### src/rtl/uart_frame_pkg.sv
// rtl/uart_frame_pkg.sv - shared constants and types for the UART RX frame parser
//
// Purpose: start-of-frame marker, parser state encoding, error cause
// encoding and the default maximum payload length.
// Ports: none (package).

package uart_frame_pkg;

  localparam logic [7:0] SOF             = 8'hA5;
  localparam int         DEFAULT_MAX_LEN = 16;

  typedef enum logic [2:0] {
    ST_HUNT    = 3'd0,
    ST_LEN     = 3'd1,
    ST_PAYLOAD = 3'd2,
    ST_CHK     = 3'd3,
    ST_DRAIN   = 3'd4
  } state_e;

  typedef enum logic [1:0] {
    ERR_NONE = 2'b00,
    ERR_LEN  = 2'b01,
    ERR_CHK  = 2'b10,
    ERR_TMO  = 2'b11
  } err_e;

endpackage

### src/rtl/uart_frame_buf.sv
// rtl/uart_frame_buf.sv - payload buffer, one write port and one async read port
//
// Purpose: holds the payload of the frame being received until its checksum
// has been verified, then supplies it byte by byte during drain.
// Ports:
//   clk   - write clock
//   we    - write enable
//   waddr - write index
//   wdata - write byte
//   raddr - read index (combinational read)
//   rdata - byte at raddr, 0x00 for an index beyond the array

module uart_frame_buf #(
  parameter int DEPTH = 16,
  parameter int AW    = 5
) (
  input  logic          clk,
  input  logic          we,
  input  logic [AW-1:0] waddr,
  input  logic [7:0]    wdata,
  input  logic [AW-1:0] raddr,
  output logic [7:0]    rdata
);

  // The index ports are sized to hold the value DEPTH, so they can be one
  // bit wider than the array needs; only the low bits address the array.
  localparam int MW = (DEPTH > 1) ? $clog2(DEPTH) : 1;

  logic [7:0] mem_q [DEPTH];

  // Payload storage needs no reset: a byte is only ever read after the
  // current frame has written it.
  always_ff @(posedge clk) begin
    if (we && (waddr < AW'(DEPTH))) begin
      mem_q[waddr[MW-1:0]] <= wdata;
    end
  end

  always_comb begin
    rdata = 8'h00;
    if (raddr < AW'(DEPTH)) begin
      rdata = mem_q[raddr[MW-1:0]];
    end
  end

endmodule

### src/rtl/uart_rx_frame_parser.sv
// rtl/uart_rx_frame_parser.sv - SOF/LEN/payload/XOR-checksum frame parser on a UART RX FIFO
//
// Purpose: pops bytes from a first-word-fall-through RX FIFO, recognises
// frames of the form A5, LEN, LEN payload bytes, CHK (CHK = XOR of LEN and
// payload), buffers the payload and releases it on a valid/ready stream only
// once the checksum has matched. Bad length, checksum mismatch and
// inter-byte timeout each discard the frame with a one-cycle frame_err.
// Ports:
//   clk           - clock, rising edge
//   rst           - asynchronous active-low reset
//   rx_dout       - FIFO head byte, valid while rx_fifo_empty = 0
//   rx_fifo_empty - FIFO holds no byte
//   rd_uart       - pops the FIFO head in the cycle it is high
//   out_data      - verified payload byte
//   out_valid     - qualifies out_data
//   out_ready     - consumer accept
//   out_last      - final payload byte of the frame
//   frame_err     - one-cycle pulse on a discarded frame
//   err_code      - cause of the last error (01 length, 10 checksum, 11 timeout)

module uart_rx_frame_parser
  import uart_frame_pkg::*;
#(
  parameter int MAX_LEN     = DEFAULT_MAX_LEN,
  parameter int TIMEOUT_CYC = 104170
) (
  input  logic       clk,
  input  logic       rst,
  input  logic [7:0] rx_dout,
  input  logic       rx_fifo_empty,
  output logic       rd_uart,
  output logic [7:0] out_data,
  output logic       out_valid,
  input  logic       out_ready,
  output logic       out_last,
  output logic       frame_err,
  output logic [1:0] err_code
);

  localparam int IW = $clog2(MAX_LEN + 1);
  localparam int TW = $clog2(TIMEOUT_CYC + 1);

  state_e          state_q, state_d;
  logic [IW-1:0]   len_q, len_d;
  logic [IW-1:0]   wr_idx_q, wr_idx_d;
  logic [IW-1:0]   rd_idx_q, rd_idx_d;
  logic [7:0]      chk_q, chk_d;
  logic [TW-1:0]   tmo_q, tmo_d;
  logic            hunt_wait_q, hunt_wait_d;
  logic            frame_err_q, frame_err_d;
  err_e            err_code_q, err_code_d;

  logic            err_hit;
  err_e            err_kind;
  logic            buf_we;
  logic [7:0]      buf_rdata;
  logic [IW-1:0]   last_idx;
  logic            tmo_expired;

  assign last_idx    = len_q - IW'(1);
  assign tmo_expired = (tmo_q == TW'(TIMEOUT_CYC));

  uart_frame_buf #(
    .DEPTH (MAX_LEN),
    .AW    (IW)
  ) u_buf (
    .clk   (clk),
    .we    (buf_we),
    .waddr (wr_idx_q),
    .wdata (rx_dout),
    .raddr (rd_idx_q),
    .rdata (buf_rdata)
  );

  always_ff @(posedge clk or negedge rst) begin
    if (!rst) begin
      state_q     <= ST_HUNT;
      len_q       <= '0;
      wr_idx_q    <= '0;
      rd_idx_q    <= '0;
      chk_q       <= 8'h00;
      tmo_q       <= '0;
      hunt_wait_q <= 1'b1;
      frame_err_q <= 1'b0;
      err_code_q  <= ERR_NONE;
    end else begin
      state_q     <= state_d;
      len_q       <= len_d;
      wr_idx_q    <= wr_idx_d;
      rd_idx_q    <= rd_idx_d;
      chk_q       <= chk_d;
      tmo_q       <= tmo_d;
      hunt_wait_q <= hunt_wait_d;
      frame_err_q <= frame_err_d;
      err_code_q  <= err_code_d;
    end
  end

  always_comb begin
    state_d     = state_q;
    len_d       = len_q;
    wr_idx_d    = wr_idx_q;
    rd_idx_d    = rd_idx_q;
    chk_d       = chk_q;
    tmo_d       = '0;
    frame_err_d = 1'b0;
    err_code_d  = err_code_q;
    err_hit     = 1'b0;
    err_kind    = ERR_NONE;
    buf_we      = 1'b0;
    rd_uart     = 1'b0;
    out_valid   = 1'b0;
    out_last    = 1'b0;
    out_data    = 8'h00;

    case (state_q)
      ST_HUNT: begin
        // The first HUNT cycle never pops, so the error pulse (registered,
        // visible in that cycle) never coincides with a pop, and the first
        // pop after reset release lands on the second edge.
        rd_uart = ~rx_fifo_empty & ~hunt_wait_q;
        if (rd_uart && (rx_dout == SOF)) begin
          state_d = ST_LEN;
        end
      end

      ST_LEN: begin
        rd_uart = ~rx_fifo_empty;
        if (rd_uart) begin
          if ((rx_dout == 8'h00) || (rx_dout > 8'(MAX_LEN))) begin
            err_hit  = 1'b1;
            err_kind = ERR_LEN;
          end else begin
            len_d    = IW'(rx_dout);
            chk_d    = rx_dout;
            wr_idx_d = '0;
            state_d  = ST_PAYLOAD;
          end
        end else if (tmo_expired) begin
          err_hit  = 1'b1;
          err_kind = ERR_TMO;
        end else begin
          tmo_d = tmo_q + TW'(1);
        end
      end

      ST_PAYLOAD: begin
        // SOF values are ordinary data here; no resync inside a frame.
        rd_uart = ~rx_fifo_empty;
        if (rd_uart) begin
          buf_we   = 1'b1;
          chk_d    = chk_q ^ rx_dout;
          wr_idx_d = wr_idx_q + IW'(1);
          if (wr_idx_q == last_idx) begin
            state_d = ST_CHK;
          end
        end else if (tmo_expired) begin
          err_hit  = 1'b1;
          err_kind = ERR_TMO;
        end else begin
          tmo_d = tmo_q + TW'(1);
        end
      end

      ST_CHK: begin
        rd_uart = ~rx_fifo_empty;
        if (rd_uart) begin
          if (rx_dout == chk_q) begin
            rd_idx_d = '0;
            state_d  = ST_DRAIN;
          end else begin
            err_hit  = 1'b1;
            err_kind = ERR_CHK;
          end
        end else if (tmo_expired) begin
          err_hit  = 1'b1;
          err_kind = ERR_TMO;
        end else begin
          tmo_d = tmo_q + TW'(1);
        end
      end

      ST_DRAIN: begin
        // Outputs are pure functions of state and read index, so they stay
        // put while the consumer stalls.
        out_valid = 1'b1;
        out_data  = buf_rdata;
        out_last  = (rd_idx_q == last_idx);
        if (out_ready) begin
          rd_idx_d = rd_idx_q + IW'(1);
          if (out_last) begin
            state_d = ST_HUNT;
          end
        end
      end

      default: begin
        state_d = ST_HUNT;
      end
    endcase

    if (err_hit) begin
      frame_err_d = 1'b1;
      err_code_d  = err_kind;
      state_d     = ST_HUNT;
    end

    hunt_wait_d = (state_d == ST_HUNT) && (state_q != ST_HUNT);
  end

  assign frame_err = frame_err_q;
  assign err_code  = err_code_q;

endmodule
### config.mk
export PLATFORM = sky130hd
export DESIGN_NAME = uart_rx_frame_parser
export DESIGN_NICKNAME = d
export VERILOG_FILES = /design/src/rtl/uart_frame_pkg.sv /design/src/rtl/uart_frame_buf.sv /design/src/rtl/uart_rx_frame_parser.sv
export SDC_FILE = /design/constraint.sdc
export NUM_CORES = 1
export LEC_CHECK = 0
export ABC_AREA = 1
export CAP_MARGIN = 40
export CORE_AREA = 2 2 118 120
export CTS_BUF_LIST = sky130_fd_sc_hd__clkbuf_4
export DETAILED_ROUTE_END_ITERATION = 16
export DIE_AREA = 0 0 120 122
export PLACE_DENSITY = 0.86
export SLEW_MARGIN = 20
export SYNTH_ARGS = -nofsm -noshare
export SYNTH_HDL_FRONTEND = slang
export SYNTH_SLANG_ARGS = --single-unit
### constraint.sdc
create_clock -name clk -period 2.2 [get_ports clk]
set_input_delay 0.22 -clock clk [delete_from_list [all_inputs] [get_ports clk]]
set_output_delay 0.22 -clock clk [all_outputs]
set_load 0.02 [all_outputs]
==> results.toml <==
[outcome]
status = "complete, but fails checks"
violations = "negative setup slack"

[clock_network]
cts_root_buffer = "clkbuf_4"
insertion_delay_ns = 0.58
clock_sinks = 175
numCtsBuffers = 17
clkTransAtPathRegs_ns = 0.14
cts_tree = "built"
cts_buffer_depth = 2
cts-htree-levels = 4

[timing]
layout_setup_ws_ns = -0.301
rsz0062_at_grt = "true"
fin_worst_skew_ns = 0.0261
tightest_slew_ns = 0.604
tns_ns = -2.12
fin_hold_ws_ns = 0.178
slew_viol_final = 0
hold_viol = 0
layout_min_cycle_time_ns = 2.50
relSlewSlack_pct = 59.8
fmax_mhz = 400
setup_viol = 10
fin_crit_sh_pct = 114

[worst_setup_path]
r2r_cells = 19
cp_cell_sequence = "buf_4, buf_12, o21ai_1, o22ai_1, o211ai_1, a31oi_1, buf_2"
r2r_slack_ns = -0.05
crit_type = "reg2out"
worst-path-buf-inv = 3
r2r-start = "len_q[1]"
cp_data_arrival_time_ns = 2.28
critical_path.top_delay_family = "compound AO/OA/AOI/OAI gates"
startpoint_type = "register"
cp-end-kind = "output port"
critical_path.max_fanout = 13
crit_path_max_incr_delay_ns = 0.50
required_ns = 1.98
r2r_end = "hunt_wait_q"
crit_slowest_cell = "dfrtp_2"

[placed_design]
hpwlAfterDp_um = 13000
place.gp.congestion = 0.879
port_buffers = 25
place_ws_ns = -0.0987
dp_cells = 1003

[finish]
ff_latch_area_um2 = 5020
drive_above_1_share_pct = 22.6
nFillCells = 891
multi_input_area_um2 = 2680
area_delta_synth_final_pct = 20.4
nets = 891
final_cells = 1065

[floorplanning]
rows = 43
die_h_um = 122
core_area_um2 = 13500
die_w_um = 120
io_pins = 26
start_util_pct = 58.6
dieArea_um2 = 14600

[drt]
drtPass1Iterations = 6
routed_wl_um = 21100
drt_iter0_markers = 760
ant_nets = 0
drc = 0
wire_per_inst_um = 19.8
vias = 6383
viasPerCell = 5.99

[logic_synthesis]
syn_area_um2 = 7920
synth_cell_type_count = 35
yosysWarnings = 0
postSynthCellCount = 763
ys_seq_area_share_pct = 63.4
syn_nets = 783
avgSynthCellArea_um2 = 10.4
synth_seq_cells = 175

[global_route]
grt_pass1_vias = 6207
grt_max_degree = 27
grt_overflow = 0
grt_pass1_wl_um = 31100
antenna_found_initial = 1
grtUsageTotal_pct = 28.1

[run]
drv_cap = 0

[power_and_ir_drop]
p_leak_nw = 3.65
vdd_drop_max_mv = 0.440
p_per_area_nw_per_um2 = 954
power.total_mw = 9.09

[worst_hold_path]
min_path_type = "in2async"
[cell type report]
| cell class | count | share of cell area [%] |
|---|---|---|
| sequential | 175 | 52.7 |
| multi-input combinational | 501 | 28.1 |
| timing repair buffer | 118 | 11.4 |
| tap | 180 | 2.36 |
| inverter | 58 | 2.34 |
| clock inverter | 13 | 1.59 |
| clock buffer | 19 | 1.50 |
| antenna | 1 | 0.0263 |
[synth_stat cells (all sizes together)]
cell type	n	area share, %
nand3	43	3.0
nand4	13	1.2
a31oi	9	0.71
xor2	17	1.9
dfrtp	46	15
nor3b	2	0.19
clkbuf	18	0.85
dfstp	1	0.33
o21ai	83	5.2
nor3	6	0.51
nor2	144	7.4
edfxtp	128	49
o21a	1	0.095
nand2	124	6.1
inv	56	2.7
clkinv	2	0.095
xnor2	3	0.33
a211oi	2	0.19
o22ai	19	1.5
o221ai	13	1.4
o211ai	4	0.38
a21oi	10	0.68
ha	8	1.3
buf	11	0.85
[sequential cells by signal (all words and copies together) (netlist names)]
| name | cells |
|---|---|
| chk_q | 8 |
| err_code | 2 |
| frame_err | 1 |
| hunt_wait_q | 1 |
| len_q | 5 |
| rd_idx_q | 5 |
| state_q | 3 |
| tmo_q | 17 |
| u_buf.mem_q | 128 |
| wr_idx_q | 5 |
[placed cells by master (no fill, tap or decap), types with 3 or more instances in the layout]
cell	n
ha_1	7
xnor2_1	3
buf_8	3
dfrtp_1	45
xor2_1	17
nand3_1	33
buf_4	68
nand2_2	8
nor3_1	4
buf_12	4
nand2_1	115
clkinv_4	3
nand3_2	10
buf_2	3
o21ai_1	12
a31oi_1	9
inv_6	4
o21ai_2	6
o221ai_2	6
nor2_1	123
clkinv_1	3
clkbuf_4	19
edfxtp_1	128
o221ai_1	7
nand4_1	12
clkdlybuf4s50_1	13
nor2_2	18
inv_2	6
a21oi_1	9
o21ai_0	65
o22ai_1	19
buf_6	23
nor2_4	3
inv_1	49
o211ai_1	4
[worst max path at each step]
| stage | start | to | slack, ns | cells past startpoint |
|---|---|---|---|---|
| final | rd_idx_q[0] | out_data[5] | -0.30 | 7 |
| after global routing | rd_idx_q[1] | out_data[5] | -0.36 | 8 |
| after detailed placement | rd_idx_q[0] | out_data[7] | -0.1 | 8 |
| after CTS | rd_idx_q[0] | out_data[0] | -0.19 | 9 |
| after floorplan | state_q[2] | u_buf.mem_q[0][0] | 0.28 | 7 |
| after global placement | rd_idx_q[0] | out_data[5] | -0.01 | 7 |
[through the flow]
| step | instance area (um^2) | util, % |
|---|---|---|
| 6_report | 9530 | 70.6 |
| 5_1_grt | 9530 | 70.6 |
| 4_1_cts | 9250 | 68.5 |
| 3_5_place_dp | 8760 | 64.9 |
| 3_3_place_gp | 8760 | 64.9 |
| 2_1_floorplan | 7920 | - |
[power by group]
part / switching [mW] / internal, mW
registers: 0.0880 / 3.61
clock network: 1.16 / 0.727
logic: 2.05 / 1.46
[kinds of logic (layout without fill, tap and decap cells)]
| group | after synthesis | count (layout) | synth area share [%] |
|---|---|---|---|
| and+or+nand+nor | 332 | 332 | 18.4 |
| DFF | 175 | 175 | 63.4 |
| AOI/OAI and AO/OA | 141 | 141 | 10.2 |
| buffers and inverters | 87 | 208 | 4.46 |
| xor gates and xnor gates | 20 | 20 | 2.21 |
| adders and majority gates | 8 | 8 | 1.26 |
| other | 0 | 1 | 0 |
[metal layers]
layer / up-vias / track usage, % / share of wire, % / routed length, um
met2: 384 / 47.4 / 50 / 10600
met4: 0 / 11.0 / 4.5 / 954
li1: 2870 / - / - / -
met5: - / 0 / 0 / 0
met3: 88 / 6.88 / 7.9 / 1660
met1: 3041 / 35.4 / 37 / 7890
[repair_timing]
item,4_1_cts,5_1_grt
hold buffers,1,0
endpoints found under the setup margin,11,34
buffers inserted,15,16
gates resized for setup,94,56
endpoints found under the hold margin,24,0
gates cloned,2,1
pin swaps,17,30
No activity file was read; power rests on OpenSTA's default activity.
